==> config.mk <==
export PLATFORM = sky130hd
export DESIGN_NAME = serial_bus_arbiter_rr
export DESIGN_NICKNAME = d
export VERILOG_FILES = /design/src/rtl/serial_bus_arbiter_rr_pkg.sv /design/src/rtl/serial_bus_arbiter_rr_pick.sv /design/src/rtl/serial_bus_arbiter_rr.sv
export SDC_FILE = /design/constraint.sdc
export NUM_CORES = 1
export LEC_CHECK = 0
export ABC_AREA = 1
export ABC_CLOCK_PERIOD_IN_PS = 2200
export CORE_MARGIN = 4
export CORE_UTILIZATION = 50
export DETAILED_ROUTE_END_ITERATION = 12
export DONT_BUFFER_PORTS = 1
export PLACE_DENSITY_LB_ADDON = 0.1
export SLEW_MARGIN = 20
export SYNTH_ARGS = -nofsm -noshare
export SYNTH_HDL_FRONTEND = slang
export SYNTH_SLANG_ARGS = --single-unit
==> constraint.sdc <==
create_clock -name clk -period 2.2 [get_ports clk]
set_input_delay 0.44 -clock clk [delete_from_list [all_inputs] [get_ports clk]]
set_output_delay 0.44 -clock clk [all_outputs]
set_load 0.02 [all_outputs]
==> src/rtl/serial_bus_arbiter_rr_pkg.sv <==
`default_nettype none
// +----------------------------------------------------------------------+
// | Module  : serial_bus_arbiter_rr_pkg                                  |
// | Brief   : Shared state encoding and index-width helpers for the      |
// |           serial-address bus arbiter.                                |
// | Revision: 1.0                                                        |
// +----------------------------------------------------------------------+
package serial_bus_arbiter_rr_pkg;

  typedef enum logic [2:0] {
    IDLE  = 3'd0,
    ADDR  = 3'd1,
    CHECK = 3'd2,
    BUSY  = 3'd3
  } bus_state_e;

  function automatic int master_idx_w(input int n);
    return (n > 1) ? $clog2(n) : 1;
  endfunction

  function automatic int slave_idx_w(input int n);
    return (n > 1) ? $clog2(n) : 1;
  endfunction

  // Width able to hold 0..max_val, never narrower than one bit.
  function automatic int count_w(input int max_val);
    return (max_val > 0) ? $clog2(max_val + 1) : 1;
  endfunction

endpackage
`default_nettype wire

==> src/rtl/serial_bus_arbiter_rr_pick.sv <==
`default_nettype none
// +----------------------------------------------------------------------+
// | Module  : serial_bus_arbiter_rr_pick                                 |
// | Brief   : Combinational round-robin picker: first request at or      |
// |           after the pointer, wrapping.                               |
// | Revision: 1.0                                                        |
// +----------------------------------------------------------------------+
module serial_bus_arbiter_rr_pick #(
  parameter int NUM   = 2,
  parameter int IDX_W = 1
) (
  input  logic [NUM-1:0]   i_req,
  input  logic [IDX_W-1:0] i_ptr,
  output logic [NUM-1:0]   o_grant,
  output logic [IDX_W-1:0] o_index,
  output logic             o_found
);

  logic [NUM-1:0] w_rot;
  logic [IDX_W:0] w_sum;

  always_comb begin
    // Rotating a doubled copy puts the pointer position at bit 0.
    w_rot   = NUM'({i_req, i_req} >> i_ptr);
    o_found = 1'b0;
    w_sum   = '0;
    for (int i = 0; i < NUM; i++) begin
      if (!o_found && w_rot[i]) begin
        o_found = 1'b1;
        w_sum   = {1'b0, i_ptr} + (IDX_W+1)'(i);
      end
    end
    if (w_sum >= (IDX_W+1)'(NUM)) begin
      w_sum = w_sum - (IDX_W+1)'(NUM);
    end
    o_index = w_sum[IDX_W-1:0];
    o_grant = '0;
    for (int j = 0; j < NUM; j++) begin
      o_grant[j] = o_found && (o_index == IDX_W'(j));
    end
  end

endmodule
`default_nettype wire

==> src/rtl/serial_bus_arbiter_rr.sv <==
`default_nettype none
// +----------------------------------------------------------------------+
// | Module  : serial_bus_arbiter_rr                                      |
// | Brief   : Round-robin arbiter/router for the serial-address bus with |
// |           decode-error and idle-timeout release.                     |
// | Revision: 1.0                                                        |
// +----------------------------------------------------------------------+
module serial_bus_arbiter_rr
  import serial_bus_arbiter_rr_pkg::*;
#(
  parameter int NUM_MASTERS = 2,
  parameter int NUM_SLAVES  = 3,
  parameter int ADDR_W      = 2,
  parameter int TIMEOUT_CYC = 16
) (
  input  logic                   clk,
  input  logic                   reset,
  input  logic [NUM_MASTERS-1:0] m_request,
  input  logic [NUM_MASTERS-1:0] m_address_valid,
  input  logic [NUM_MASTERS-1:0] m_address,
  input  logic [NUM_MASTERS-1:0] m_data,
  input  logic [NUM_MASTERS-1:0] m_valid,
  output logic [NUM_MASTERS-1:0] m_data_out,
  output logic [NUM_MASTERS-1:0] m_ready,
  output logic [NUM_MASTERS-1:0] m_grant,
  output logic [NUM_MASTERS-1:0] m_error,
  output logic [NUM_SLAVES-1:0]  s_address,
  output logic [NUM_SLAVES-1:0]  s_data,
  output logic [NUM_SLAVES-1:0]  s_valid,
  input  logic [NUM_SLAVES-1:0]  s_data_in,
  input  logic [NUM_SLAVES-1:0]  s_ready,
  output logic [2:0]             state
);

  localparam int c_m_w   = master_idx_w(NUM_MASTERS);
  localparam int c_bit_w = count_w(ADDR_W - 1);
  localparam int c_to_w  = count_w(TIMEOUT_CYC);

  localparam logic [c_bit_w-1:0] c_bit_last = c_bit_w'(ADDR_W - 1);
  localparam logic [c_to_w-1:0]  c_to_max   = c_to_w'(TIMEOUT_CYC);
  localparam logic [c_to_w-1:0]  c_to_last  = c_to_w'((TIMEOUT_CYC > 0) ? TIMEOUT_CYC - 1 : 0);
  localparam logic [ADDR_W:0]    c_ns       = (ADDR_W+1)'(NUM_SLAVES);

  bus_state_e             r_state;
  logic [c_m_w-1:0]       r_owner;
  logic [c_m_w-1:0]       r_ptr;
  logic [NUM_MASTERS-1:0] r_grant;
  logic [NUM_MASTERS-1:0] r_error;
  logic [NUM_SLAVES-1:0]  r_route;
  logic [ADDR_W-1:0]      r_addr_buf;
  logic [c_bit_w-1:0]     r_bit_cnt;
  logic [c_to_w-1:0]      r_to_cnt;

  logic [NUM_MASTERS-1:0] w_pick_grant;
  logic [c_m_w-1:0]       w_pick_idx;
  logic                   w_pick_found;
  logic [NUM_SLAVES-1:0]  w_route_dec;
  logic [ADDR_W-1:0]      w_addr_shift;
  logic [c_m_w-1:0]       w_ptr_next;
  logic                   w_own_req;
  logic                   w_own_addr_valid;
  logic                   w_own_addr_bit;
  logic                   w_own_valid;
  logic                   w_own_data;
  logic                   w_shift_in_range;
  logic                   w_buf_in_range;
  logic                   w_timeout;

  serial_bus_arbiter_rr_pick #(
    .NUM   (NUM_MASTERS),
    .IDX_W (c_m_w)
  ) u_pick (
    .i_req   (m_request & m_address_valid),
    .i_ptr   (r_ptr),
    .o_grant (w_pick_grant),
    .o_index (w_pick_idx),
    .o_found (w_pick_found)
  );

  assign w_own_req        = |(r_grant & m_request);
  assign w_own_addr_valid = |(r_grant & m_address_valid);
  assign w_own_addr_bit   = |(r_grant & m_address);
  assign w_own_valid      = |(r_grant & m_valid);
  assign w_own_data       = |(r_grant & m_data);
  assign w_addr_shift     = ADDR_W'({r_addr_buf, w_own_addr_bit});
  assign w_shift_in_range = ({1'b0, w_addr_shift} < c_ns);
  assign w_buf_in_range   = ({1'b0, r_addr_buf} < c_ns);
  assign w_ptr_next       = (r_owner == c_m_w'(NUM_MASTERS - 1)) ? '0 : r_owner + c_m_w'(1);
  assign w_timeout        = (TIMEOUT_CYC != 0) && !w_own_valid && (r_to_cnt == c_to_last);

  always_comb begin
    w_route_dec = '0;
    for (int s = 0; s < NUM_SLAVES; s++) begin
      w_route_dec[s] = (r_addr_buf == ADDR_W'(s));
    end
  end

  always_ff @(posedge clk) begin
    if (reset) begin
      r_state    <= IDLE;
      r_owner    <= '0;
      r_ptr      <= '0;
      r_grant    <= '0;
      r_error    <= '0;
      r_route    <= '0;
      r_addr_buf <= '0;
      r_bit_cnt  <= '0;
      r_to_cnt   <= '0;
    end else begin
      r_error <= '0;
      case (r_state)
        IDLE: begin
          if (w_pick_found) begin
            r_owner    <= w_pick_idx;
            r_grant    <= w_pick_grant;
            r_addr_buf <= '0;
            r_bit_cnt  <= '0;
            r_state    <= ADDR;
          end
        end
        ADDR: begin
          if (!w_own_req) begin
            r_state <= IDLE;
            r_grant <= '0;
            r_route <= '0;
            r_ptr   <= w_ptr_next;
          end else begin
            r_addr_buf <= w_addr_shift;
            if (r_bit_cnt == c_bit_last) begin
              // Flag the decode error on entry so the pulse lands in CHECK.
              r_state <= CHECK;
              if (!w_shift_in_range) begin
                r_error <= r_grant;
              end
            end else begin
              r_bit_cnt <= r_bit_cnt + c_bit_w'(1);
            end
          end
        end
        CHECK: begin
          if (w_buf_in_range) begin
            r_route  <= w_route_dec;
            r_to_cnt <= '0;
            r_state  <= BUSY;
          end else begin
            r_state <= IDLE;
            r_grant <= '0;
            r_route <= '0;
            r_ptr   <= w_ptr_next;
          end
        end
        BUSY: begin
          if (!w_own_req) begin
            r_state  <= IDLE;
            r_grant  <= '0;
            r_route  <= '0;
            r_to_cnt <= '0;
            r_ptr    <= w_ptr_next;
          end else if (w_own_addr_valid) begin
            r_route    <= '0;
            r_addr_buf <= '0;
            r_bit_cnt  <= '0;
            r_to_cnt   <= '0;
            r_state    <= ADDR;
          end else if (w_timeout) begin
            r_error  <= r_grant;
            r_state  <= IDLE;
            r_grant  <= '0;
            r_route  <= '0;
            r_to_cnt <= '0;
            r_ptr    <= w_ptr_next;
          end else if (w_own_valid) begin
            r_to_cnt <= '0;
          end else if (r_to_cnt != c_to_max) begin
            r_to_cnt <= r_to_cnt + c_to_w'(1);
          end
        end
        default: begin
          r_state <= IDLE;
          r_grant <= '0;
          r_route <= '0;
        end
      endcase
    end
  end

  // Route bits are only ever set while BUSY, so they gate all forwarding.
  for (genvar gm = 0; gm < NUM_MASTERS; gm++) begin : g_master
    assign m_data_out[gm] = r_grant[gm] & |(r_route & s_data_in);
    assign m_ready[gm]    = r_grant[gm] & |(r_route & s_ready);
  end

  for (genvar gs = 0; gs < NUM_SLAVES; gs++) begin : g_slave
    assign s_address[gs] = r_route[gs] & w_own_addr_bit;
    assign s_data[gs]    = r_route[gs] & w_own_data;
    assign s_valid[gs]   = r_route[gs] & w_own_valid & (r_state == BUSY);
  end

  assign m_grant = r_grant;
  assign m_error = r_error;
  assign state   = r_state;

endmodule
`default_nettype wire

==> insert_results.sql <==
INSERT INTO impl_metrics (metric_group, metric, value, unit) VALUES
('run_status', 'outcome', 'completed', ''),
('power_and_ir_drop', 'pwr_density_cell', '525', 'nW/µm²'),
('floorplan', 'start_util', '0.529', ''),
('floorplan', 'die_w', '59.2', 'µm'),
('clock_tree', 'tritoncts', 'yes', ''),
('clock_tree', 'clk_pin_slew_worst_paths', '0.10', 'ns'),
('routing', 'drt-total-wl', '3.05', 'mm'),
('routing', 'post-route-drc-count', '0', ''),
('worst_setup_path', 'reg2regPathDepth', '10', ''),
('sta', 'max_freq', '0.499', 'GHz'),
('global_routing', 'grt_first_pass_wirelength', '4.99', 'mm'),
('global_routing', 'grt_start_max_net_pins', '12', ''),
('worst_setup_path', 'critical_path.cell_chain', 'inv_1, o22ai_1, inv_1, nor2_1', ''),
('clock_tree', 'clkLatencyLatePin', '0.30', 'ns'),
('floorplan', 'die-height', '59.2', 'µm'),
('synthesis', 'ys_dominant_reg_cell', 'sky130_fd_sc_hd__dfxtp_1', ''),
('final_layout', 'final_cell_area', '1340', 'µm²'),
('sta', 'timing_max_transition_violations_final', '0', ''),
('synthesis', 'netlist.area_leader.share', '0.290', ''),
('sta', 'hold_violations', '0', ''),
('sta', 'layout_min_cycle_time', '2.00', 'ns'),
('final_layout', 'fill_cells', '254', ''),
('synthesis', 'avgSynthCellArea', '6.04', 'µm²'),
('floorplan', 'boundaryPins', '38', ''),
('placed_design', 'port_buffers', '0', ''),
('global_routing', 'antenna_found_initial', '0', ''),
('routing', 'routed_via_density', '5.10', ''),
('clock_tree', 'cts_buffers', '3', ''),
('min_path', 'holdCritStartpoint', 'reset', ''),
('final_layout', 'layout.core_utilization', '0.542', ''),
('synthesis', 'syn_nets', '238', ''),
('power_and_ir_drop', 'worst_ir_drop_vdd', '0.318', 'mV'),
('final_layout', 'finish.net_count', '240', ''),
('worst_setup_path', 'crit_path_top_delay_cell', 'sky130_fd_sc_hd__dfxtp_1', ''),
('global_routing', 'first_global_vias', '1154', ''),
('power_and_ir_drop', 'leakage', '0.659', 'nW'),
('worst_setup_path', 'cp_data_arrival_time', '1.56', 'ns'),
('final_layout', 'multi_input_area', '726', 'µm²'),
('placed_design', 'gp_congestion', '0.907', ''),
('sta', 'setup_total_negative_slack', '0', 'ns'),
('floorplan', 'core_box_area', '2480', 'µm²'),
('worst_setup_path', 'worst_r2r_startpoint', 'r_to_cnt[0]', ''),
('min_path', 'worst_hold_path.endpoint', 'r_to_cnt[3]', ''),
('sta', 'unrepaired_setup_endpoints_after_global_routing', 'no', ''),
('synthesis', 'yosysUniqueCellTypes', '28', ''),
('final_layout', 'layout-drive-gt1-share', '0.0826', ''),
('worst_setup_path', 'critPathLaunch', 'm_grant[1]', ''),
('global_routing', 'global_route.overflow_total', '0', ''),
('routing', 'via_count', '1264', ''),
('clock_tree', 'number_of_buffers_on_the_longest_clock_path', '2', ''),
('clock_tree', 'cts_sinks', '19', ''),
('worst_setup_path', 'critical_path.most_common_cell', 'sky130_fd_sc_hd__inv_1', ''),
('clock_tree', 'clock_tree.htree_level_count', '1', ''),
('routing', 'detail_route.first_pass.iterations', '5', ''),
('placed_design', 'placedInstanceArea', '1320', 'µm²'),
('placed_design', 'preCtsSetupSlack', '0.441', 'ns'),
('sta', 'setup_ws', '0.197', 'ns'),
('job', 'max_cap_violations', '0', ''),
('min_path', 'holdPathStages', '1', ''),
('sta', 'fin_crit_sh', '0.910', ''),
('synthesis', 'ys_warnings', '0', ''),
('worst_setup_path', 'critical_register_to_register_path_endpoint', 'r_ptr', ''),
('worst_setup_path', 'crit_type', 'reg2out', ''),
('synthesis', 'postSynthRegisterBits', '19', ''),
('clock_tree', 'cts-root-buf', 'sky130_fd_sc_hd__clkbuf_4', ''),
('synthesis', 'synth_cell_area', '1310', 'µm²'),
('final_layout', 'areaGrowthSynthToFinish', '2.58', '%'),
('synthesis', 'synth_cells', '217', ''),
('synthesis', 'netlist.top_cell.by_area', 'sky130_fd_sc_hd__dfxtp_1', ''),
('worst_setup_path', 'worstPathRequired', '1.76', 'ns'),
('synthesis', 'async_flop_share', '0', '');
## state kept, by name, indices dropped and copies added, names as in the netlist
register / flops
r_bit_cnt: 1
r_ptr: 1
r_addr_buf: 2
r_owner: 1
state: 2
m_grant: 2
r_to_cnt: 5
m_error: 2
r_route: 3
## cell usage in the layout (no fill, tap or decap), types with 2 or more instances in the layout
cell type                  count
sky130_fd_sc_hd__inv_1        40
sky130_fd_sc_hd__a21oi_1      10
sky130_fd_sc_hd__nand3_1      26
sky130_fd_sc_hd__dfxtp_1      19
sky130_fd_sc_hd__nor2_1       31
sky130_fd_sc_hd__nor2_4        2
sky130_fd_sc_hd__clkbuf_4      3
sky130_fd_sc_hd__nand2_1      57
sky130_fd_sc_hd__nand2_2       6
sky130_fd_sc_hd__buf_4         2
sky130_fd_sc_hd__ha_1          3
sky130_fd_sc_hd__o21ai_0       3
## cell families after synthesis
family	synth area share
other	0.00286
XOR/XNOR	0.00669
adder cells (fa/ha/maj)	0.0287
AND/OR/NAND/NOR	0.438
AO/OA/AOI/OAI	0.0774
flip-flops	0.290
buffers and inverters	0.156
## worst max-delay path by stage
stage / slack, ns / to
2_1_floorplan: 0.54 / s_address[0]
3_3_place_gp: 0.50 / m_grant[1]
3_5_place_dp: 0.44 / r_ptr
4_1_cts: 0.17 / s_address[0]
5_1_grt: 0.07 / s_address[2]
6_report: 0.20 / s_address[0]
## layer usage
metal  vias up  share of wire  GRT usage
li1        665              -          -
met1       542           0.47      0.242
met2        52           0.45      0.307
met3         5          0.071     0.0305
met4         0          0.011     0.0583
met5         -              0          0
## worst max-delay path, delay by kind of cell (launching register included)
| family | cells | cell delay (ns) |
|---|---|---|
| buffers and inverters | 2 | 0.18 |
| and+or+nand+nor | 1 | 0.32 |
| DFF | 1 | 0.52 |
| AOI/OAI and AO/OA | 1 | 0.23 |
## where the power goes
group / switching, W / total (W) / internal, W
combinational: 0.0000994 / 0.000144 / 0.0000443
sequential: 0.0000236 / 0.000384 / 0.000361
clock: 0.000107 / 0.000178 / 0.0000707
total: 0.000230 / 0.000706 / 0.000476
## stage by stage
stage | power, W | hold slack, ns | instances
CTS | 0.000715 | 0.184 | 248
finish | 0.000706 | 0.193 | 248
global route | 0.000753 | 0.173 | 248
floorplan | 0.000513 | 0.452 | 217
global placement | 0.000530 | 0.462 | 244
detailed placement | 0.000535 | 0.467 | 244
## area by class of cell
class	instances	area share
Multi-Input combinational cell	152	0.540
Sequential cell	19	0.283
Inverter	41	0.118
Clock buffer	4	0.0196
Tap cell	30	0.0279
Timing Repair Buffer	2	0.0112
Note: power is estimated with default switching activity, not from simulation.
